**src/rtl/pov_spi_loader_if.sv**
```systemverilog
// SPI bus between the external host and pov_spi_loader (mode 0).
// The host drives clock, select and data; the loader returns readback data on o_miso.
interface pov_spi_loader_if;
    logic i_sclk;
    logic i_ss_n;
    logic i_mosi;
    logic o_miso;

    modport master (output i_sclk, output i_ss_n, output i_mosi, input o_miso);
    modport slave  (input i_sclk, input i_ss_n, input i_mosi, output o_miso);
endinterface

```
**src/rtl/pov_spi_loader.sv**
```systemverilog
// Addressed partial-update SPI loader: rx buffer -> ready buffer (frame end) -> live words (frame sync).
// Optional readback of the live word being overwritten: define POV_SPI_READBACK_EN.
module pov_spi_loader #(
    parameter int WORD_W    = 24,
    parameter int NUM_WORDS = 6,
    parameter int HDR_W     = 8,
    parameter logic [NUM_WORDS*WORD_W-1:0] RESET_VALUE =
        {24'h001800, 24'h001800, 24'h000000, 24'h001000, 24'hFFF800, 24'h000000}
) (
    input  logic                        clk,
    input  logic                        reset_n,
    pov_spi_loader_if.slave             spi,
    input  logic                        load_if_ready,
    output logic [NUM_WORDS*WORD_W-1:0] o_words,
    output logic                        o_pending,
    output logic                        o_frame_err
);
    localparam int CNT_W = $clog2(HDR_W + WORD_W + 1);
    localparam int SR_W  = (HDR_W > WORD_W) ? HDR_W : WORD_W;
    localparam logic [HDR_W-1:0] NUM_IDX = HDR_W'(NUM_WORDS);

    typedef enum logic [1:0] {ST_UNARMED, ST_HEADER, ST_PAYLOAD, ST_REJECT} state_t;

    state_t state, state_nxt;

    logic [2:0]        sclk_sync, ss_sync;
    logic [1:0]        mosi_sync;
    logic [1:0]        warm;
    logic              sclk_rise, ss_rise, bit_take, mosi_bit;
    logic              in_header, in_payload, frame_end, reject_end, hdr_done, word_done, word_write, merge, commit;
    logic [SR_W-2:0]   sr;
    logic [CNT_W-1:0]  bit_cnt;
    logic [HDR_W-1:0]  idx, hdr_val;
    logic [WORD_W-1:0] word_val;
    logic [WORD_W-1:0] rx    [NUM_WORDS];
    logic [WORD_W-1:0] ready [NUM_WORDS];
    logic [NUM_WORDS-1:0] rx_mask, ready_mask;

    // /SS flops reset high, so they hold a fake "high" until the pin has propagated; warm gates arming until then.
    always_ff @(posedge clk or negedge reset_n) begin
        if (!reset_n) begin
            sclk_sync <= '0;
            ss_sync   <= '1;
            mosi_sync <= '0;
            warm      <= '0;
        end else begin
            sclk_sync <= {sclk_sync[1:0], spi.i_sclk};
            ss_sync   <= {ss_sync[1:0], spi.i_ss_n};
            mosi_sync <= {mosi_sync[0], spi.i_mosi};
            if (warm != 2'd3) warm <= warm + 2'd1;
        end
    end

    assign sclk_rise = sclk_sync[1] & ~sclk_sync[2];
    assign ss_rise   = ss_sync[1] & ~ss_sync[2];
    assign bit_take  = sclk_rise & ~ss_sync[1];
    assign mosi_bit  = mosi_sync[1];
    assign hdr_val   = {sr[HDR_W-2:0], mosi_bit};
    assign word_val  = {sr[WORD_W-2:0], mosi_bit};

    always_ff @(posedge clk or negedge reset_n) begin
        if (!reset_n) state <= ST_UNARMED;
        else          state <= state_nxt;
    end

    // NOTE: every always_comb output gets a default first, so no path can infer a latch.
    always_comb begin
        state_nxt = state;
        unique case (state)
            ST_UNARMED: if (warm == 2'd3 && ss_sync[1]) state_nxt = ST_HEADER;
            ST_HEADER:  if (hdr_done) state_nxt = (hdr_val < NUM_IDX) ? ST_PAYLOAD : ST_REJECT;
            ST_PAYLOAD: if (ss_rise) state_nxt = ST_HEADER;
            ST_REJECT:  if (ss_rise) state_nxt = ST_HEADER;
            default:    state_nxt = ST_UNARMED;
        endcase
    end

    always_comb begin
        in_header  = (state == ST_HEADER);
        in_payload = (state == ST_PAYLOAD);
        frame_end  = (state != ST_UNARMED) && ss_rise;
        reject_end = (state == ST_REJECT) && ss_rise;
        hdr_done   = in_header && bit_take && (bit_cnt == CNT_W'(HDR_W - 1));
        word_done  = in_payload && bit_take && (bit_cnt == CNT_W'(WORD_W - 1));
        word_write = word_done && (idx < NUM_IDX);
        merge      = frame_end && (rx_mask != '0);
        commit     = load_if_ready && o_pending;
    end

    assign o_pending = (ready_mask != '0);

    // NOTE: the word buffers are reset along with the control state, so no X can ever be merged or committed.
    always_ff @(posedge clk or negedge reset_n) begin
        if (!reset_n) begin
            sr          <= '0;
            bit_cnt     <= '0;
            idx         <= '0;
            rx_mask     <= '0;
            ready_mask  <= '0;
            o_frame_err <= 1'b0;
            o_words     <= RESET_VALUE;
            for (int i = 0; i < NUM_WORDS; i++) begin
                rx[i]    <= '0;
                ready[i] <= '0;
            end
        end else begin
            o_frame_err <= reject_end;

            if ((in_header || in_payload) && bit_take) sr <= {sr[SR_W-3:0], mosi_bit};

            if (frame_end || hdr_done || word_done)        bit_cnt <= '0;
            else if ((in_header || in_payload) && bit_take) bit_cnt <= bit_cnt + CNT_W'(1);

            if (hdr_done)        idx <= hdr_val;
            else if (word_write) idx <= idx + HDR_W'(1);

            for (int i = 0; i < NUM_WORDS; i++) begin
                if (word_write && idx == HDR_W'(i)) rx[i] <= word_val;
                if (merge && rx_mask[i])            ready[i] <= rx[i];
                // NOTE: non-blocking reads of ready/ready_mask give the commit the pre-merge contents on a shared edge.
                if (commit && ready_mask[i])        o_words[(NUM_WORDS-1-i)*WORD_W +: WORD_W] <= ready[i];
            end

            if (frame_end) rx_mask <= '0;
            else if (word_write) begin
                for (int i = 0; i < NUM_WORDS; i++)
                    if (idx == HDR_W'(i)) rx_mask[i] <= 1'b1;
            end

            ready_mask <= (commit ? '0 : ready_mask) | (merge ? rx_mask : '0);
        end
    end

`ifdef POV_SPI_READBACK_EN
    logic sclk_fall, rb_valid, rb_bit, miso_q;

    assign sclk_fall = ~sclk_sync[1] & sclk_sync[2];
    assign rb_valid  = in_payload && !ss_sync[1] && (idx < NUM_IDX);

    // Select the live word at idx, then the bit about to be overwritten, MSB first.
    always_comb begin
        rb_bit = 1'b0;
        for (int i = 0; i < NUM_WORDS; i++)
            for (int j = 0; j < WORD_W; j++)
                if (idx == HDR_W'(i) && bit_cnt == CNT_W'(j))
                    rb_bit = o_words[(NUM_WORDS-1-i)*WORD_W + WORD_W - 1 - j];
    end

    always_ff @(posedge clk or negedge reset_n) begin
        if (!reset_n)       miso_q <= 1'b0;
        else if (!rb_valid) miso_q <= 1'b0;
        else if (sclk_fall) miso_q <= rb_bit;
    end

    assign spi.o_miso = miso_q;
`else
    assign spi.o_miso = 1'b0;
`endif
endmodule

```
**src/flat_wrapper.sv**
```systemverilog
// flat-port wrapper written by rule: the top's interface ports become plain ports
module pov_spi_loader_flat 
#(
    parameter int WORD_W    = 24,
    parameter int NUM_WORDS = 6,
    parameter int HDR_W     = 8,
    parameter logic [NUM_WORDS*WORD_W-1:0] RESET_VALUE =
        {24'h001800, 24'h001800, 24'h000000, 24'h001000, 24'hFFF800, 24'h000000}
)
  (clk, reset_n, load_if_ready, o_words, o_pending, o_frame_err, spi_i_sclk, spi_i_ss_n, spi_i_mosi, spi_o_miso);
  pov_spi_loader_if spi_i ();
  input  logic clk;
  input  logic reset_n;
  input  logic load_if_ready;
  output logic [NUM_WORDS*WORD_W-1:0] o_words;
  output logic o_pending;
  output logic o_frame_err;
  input wire logic [$bits(spi_i.i_sclk)-1:0] spi_i_sclk;
  input wire logic [$bits(spi_i.i_ss_n)-1:0] spi_i_ss_n;
  input wire logic [$bits(spi_i.i_mosi)-1:0] spi_i_mosi;
  output wire logic [$bits(spi_i.o_miso)-1:0] spi_o_miso;
  assign spi_i.i_sclk = spi_i_sclk;
  assign spi_i.i_ss_n = spi_i_ss_n;
  assign spi_i.i_mosi = spi_i_mosi;
  assign spi_o_miso = spi_i.o_miso;
  pov_spi_loader #(.WORD_W(WORD_W), .NUM_WORDS(NUM_WORDS), .HDR_W(HDR_W), .RESET_VALUE(RESET_VALUE)) u_core (.clk(clk), .reset_n(reset_n), .spi(spi_i), .load_if_ready(load_if_ready), .o_words(o_words), .o_pending(o_pending), .o_frame_err(o_frame_err));
endmodule
```
**config.mk**
```make
export PLATFORM = sky130hd
export DESIGN_NAME = pov_spi_loader_flat
export DESIGN_NICKNAME = d
export VERILOG_FILES = /design/src/rtl/pov_spi_loader_if.sv /design/src/rtl/pov_spi_loader.sv /design/src/flat_wrapper.sv
export SDC_FILE = /design/constraint.sdc
export NUM_CORES = 1
export LEC_CHECK = 0
export BUFFER_PORTS_ARGS = -buffer_cell sky130_fd_sc_hd__buf_2
export CAP_MARGIN = 20
export CORE_MARGIN = 8
export CORE_UTILIZATION = 40
export DETAILED_ROUTE_END_ITERATION = 8
export GPL_TIMING_DRIVEN = 0
export SYNTH_ARGS = -nofsm -noshare
export SYNTH_HDL_FRONTEND = slang
export SYNTH_SLANG_ARGS = --single-unit
```
**constraint.sdc**
```tcl
create_clock -name clk -period 5.5 [get_ports clk]
set_clock_uncertainty 0.05 [all_clocks]
set_input_delay 0.55 -clock clk [delete_from_list [all_inputs] [get_ports clk]]
set_output_delay 0.55 -clock clk [all_outputs]
set_load 0.05 [all_outputs]
```
==> summary by stage <==
Outcome
The flow ran to the end, and the final reports show no timing, DRC or antenna violations.

Setup path
Walking the worst path, the cells encountered are inv_1 > ha_1 > nor3b_1 > and2_1 > clkbuf_1 > buf_2 > mux2_2. The largest fanout on the critical path is 10. The endpoint identified for the worst register-to-register timing path is u_core.ready[104]$_DFFE_PN0P_. The worst setup path is captured at a flip-flop. The number of cells on the worst reg-to-reg path is 7. The required time of the critical path is between 5000 and 6000 ps. The data arrival time at the worst-slack endpoint is around 3400 ps. The worst setup path is launched from a flip-flop. The setup path with the least slack is of type reg -> reg. The longest individual stage delay on the worst path is between 700 and 800 ps. The worst flop-to-flop path startpoint is u_core.state[0]$_DFFE_PN0P_. The worst register-to-register path has a setup slack of between 2000 and 2500 ps. The slowest stage of the critical path belongs to the cell nor3b_1.

Placed design
The total instance count after detailed placement is between 1500 and 2000. The global placement routability congestion is 0.728. Once placement finished, the instance area stood at 0.0205 sq mm.

The count of port buffers added during placement is 150. The HPWL after detailed placement is 26600 um. OpenSTA, run right after detailed placement, puts the worst setup slack at ~2400 ps.

Final layout
The most common library cell in the layout ignoring fill and taps is dfrtp_1. With fillers left out, the area of the finished cells amounts to between 0.02 and 0.025 sq mm. The library cells used most frequently in the layout, excluding fill and tap cells, are 473 x dfrtp_1, 412 x mux2_2, 166 x buf_2. The proportion of layout cells with a drive suffix above 1 is between 50% and 60%.

The count of fill cells added during filler insertion is just over 4000. Leaving out filler cells and counting taps, the final layout contains roughly 2000. The end-of-flow core utilization is ~48%. The count of inserted antenna diode cells is 0. In the final design database the tool counted between 1000 and 1500 nets.

Relative to the synthesized area, the layout overhead comes to 17.6%.

Pwr
The total internal power is around 5.8 mW. Power spread over the standard cell area amounts to 335 mW/mm^2. The switching part of the total is a little over a fifth. The design draws between 7 and 8 mW.

The sequential cell fraction of total power is about 50%. The leakage power is roughly 12 nW. The clock group share of total power is 46.3%. The power dissipated by switching net loads is 1.61 mW. The peak supply drop is 0.208 mV.

Per report_power, the combinational group accounts for just over 4% of the total.

Floorplanning
During I/O placement, the number of pins put on the boundary was between 150 and 200. The vertical die dimension is 233 um. The effective utilization at floorplan is between 40 and 50%.

In this run the horizontal extent of the chip is between 200 and 250 um. The die covers 0.0544 sq mm. In this run the standard cell core region covers between 0.04 and 0.05 sq mm.

The count of standard-cell rows is ~80.

Drt
Dividing the detail-routed via count by the number of cells gives roughly 4.9. The met1 layer wirelength in the final routing is ~17000 um. For this run, design rule violations remaining after detail routing come to 0. Wire segments on met2 add up to 19000 um in the final route. The highest layer used for signal routing is met4. The count of nets left with antenna violations once routing finished came out at 0. The number of DRC markers in iteration 0 is 432. Across all layers, the routed design uses a little under 10000 vias.

The first TritonRoute pass finished after 4 iterations. After detailed routing, the average wire length per cell comes to 19.4 um. The final layout contains routed wiring with a total length of just under 40000 um.

The detailed route wirelength on metal3 is between 1500 and 2000 um.

Yosys
Synthesis produced ~1200 cells. The number of different library cells used by synthesis comes to 53. The most instantiated flip-flop cell in the synthesis netlist is dfrtp_1.

The average footprint of a synthesized cell is 16.0 sq um. The net count after synthesis is ~1200. The fraction of synthesis flops using an asynchronous set or reset pin is 100%.

In this run, synthesis inferred 0 flip-flops with an integrated enable. For this run, the number of Yosys warnings is 0. The sequential fraction of the synthesis area is about 66%. The synthesized netlist occupies a cell area of approximately 0.019 sq mm. The synthesized design contains between 400 and 500 register bits.

Clock tree
The later pin in the worst-skew pair is clocked with a latency of 570 ps. The clock net in this run drives a total of 494 sinks. The tree is rooted in a clkbuf_16. The maximum clock path buffer count is 3. After clock tree synthesis, the clock-pin slew on the worst setup and hold paths is 60 ps. The number of buffers inserted during clock tree synthesis is 52. The TritonCTS clock tree is built. The number of cells upsized or downsized after cts is 0. CTS built an H-tree with a depth of 2.

Global route
The remaining global-route overflow is 0. The wire length of the first global-routing pass is ~62000 um. The overall global routing resource usage is between 10 and 15%. Entering global routing, the biggest net connects between 100 and 150 pins. The number of antenna violations at the first check in global routing is 0.

The number of global-route vias before repair is ~11000.

Timing
The final count of hold timing violations is 0. The fraction of the cycle the final worst path needs is ~55%. The worst slew margin relative to its limit is approximately two fifths. On the final layout, the worst hold slack is around 54 ps.

The worst path in the final design needs a cycle of roughly 3000 ps, including I/O delays and setup. The post-route setup TNS is 0 ps. The number of slew-limit violations in the final report is 0.

Setup repair after global routing left no endpoint under its margin. Once routing completed, OpenROAD measured the worst setup slack at approximately 2500 ps. Derived from the worst setup path, the maximum achievable clock frequency is 331 MHz. At the pin with the least slew margin, the transition time is ~910 ps. The setup-violating endpoint count in the final report is 0.

Hold path
The startpoint identified for the worst hold timing path is spi_i_ss_n. The type of the most critical hold path is in -> reg. The cell depth of the worst hold path is 1. For hold timing, the worst endpoint is u_core.ss_sync[0]$_DFF_PN1_.

Flow run
Max-cap violations in this run came to 0.
## worst max-delay path, delay by kind of cell (launching register included)
kind                     cells  cell delay [ps]
adder cells (fa/ha/maj)      1              230
buffers and inverters        3              900
flip-flops                   1              380
multiplexers                 1              380
AND/OR/NAND/NOR              2              970
## power groups by stage
stage	Sequential (mW)	Clock, mW	Combinational (mW)
global route	3.69	3.71	0.346
CTS	3.69	3.57	0.316
finish	3.69	3.44	0.304
floorplan	3.75	0	0.143
detailed placement	3.75	0	0.316
global placement	3.75	0	0.297
## kinds of logic after synthesis
logic type,share of synthesized area (%)
other,0.0199
adder cells (fa/ha/maj),0.663
flip-flops,65.7
XOR/XNOR,0.279
buffers and inverters,2.03
AND/OR/NAND/NOR,3.63
multiplexers,26.6
AO/OA/AOI/OAI,1.12
## sequential cells by signal, indices dropped and copies added, names as in the netlist, 3 cells and up
| name | cells |
|---|---|
| u_core.o_words | 144 |
| u_core.ready | 144 |
| u_core.rx | 144 |
| u_core.sr | 23 |
| u_core.idx | 8 |
| u_core.bit_cnt | 6 |
| u_core.ready_mask | 6 |
| u_core.rx_mask | 6 |
| u_core.sclk_sync | 3 |
| u_core.ss_sync | 3 |
## synth_stat cells (all sizes together), types with 5 or more instances
cell	instances	share of area, %
inv	11	0.22
nand2	84	1.7
a21o	6	0.24
ha	10	0.66
mux2	438	27
dfstp	21	2.9
buf	34	1.3
dfrtp	473	63
a21oi	7	0.19
clkbuf	25	0.50
nor2	10	0.20
nor4	5	0.40
## cell type report
type | count | area, sq um | share of cell area [%]
Sequential cell | 494 | 12400 | 55.8
Inverter | 11 | 41.3 | 0.186
Buffer | 59 | 342 | 1.54
Clock inverter | 9 | 120 | 0.541
Tap cell | 607 | 759 | 3.42
Timing Repair Buffer | 155 | 881 | 3.97
Clock buffer | 80 | 1570 | 7.07
Multi-Input combinational cell | 614 | 6090 | 27.4
## repair_timing
action,4_1_cts,5_1_grt
buffers inserted,0,0
endpoints found under the hold margin,64,0
hold buffers,1,0
## metal layers
layer	vias to the layer above	global-route usage, %
met4	0	4.81
met3	59	2.83
met2	160	24.0
met5	-	0
li1	4526	-
met1	5201	19.6
## how the worst max path moves through the flow
stage,start,end,cells after the start
6_report,u_core.state[0]$_DFFE_PN0P_,u_core.ready[104]$_DFFE_PN0P_,7
3_3_place_gp,reset_n,u_core.o_words[78]$_DFFE_PN0P_,1
2_1_floorplan,u_core.state[0]$_DFFE_PN0P_,u_core.rx[28]$_DFFE_PN0P_,8
3_5_place_dp,u_core.state[0]$_DFFE_PN0P_,u_core.ready[103]$_DFFE_PN0P_,7
4_1_cts,u_core.state[0]$_DFFE_PN0P_,u_core.ready[97]$_DFFE_PN0P_,7
5_1_grt,u_core.state[0]$_DFFE_PN0P_,u_core.ready[97]$_DFFE_PN0P_,7
Power figures use the tool's default switching activity.
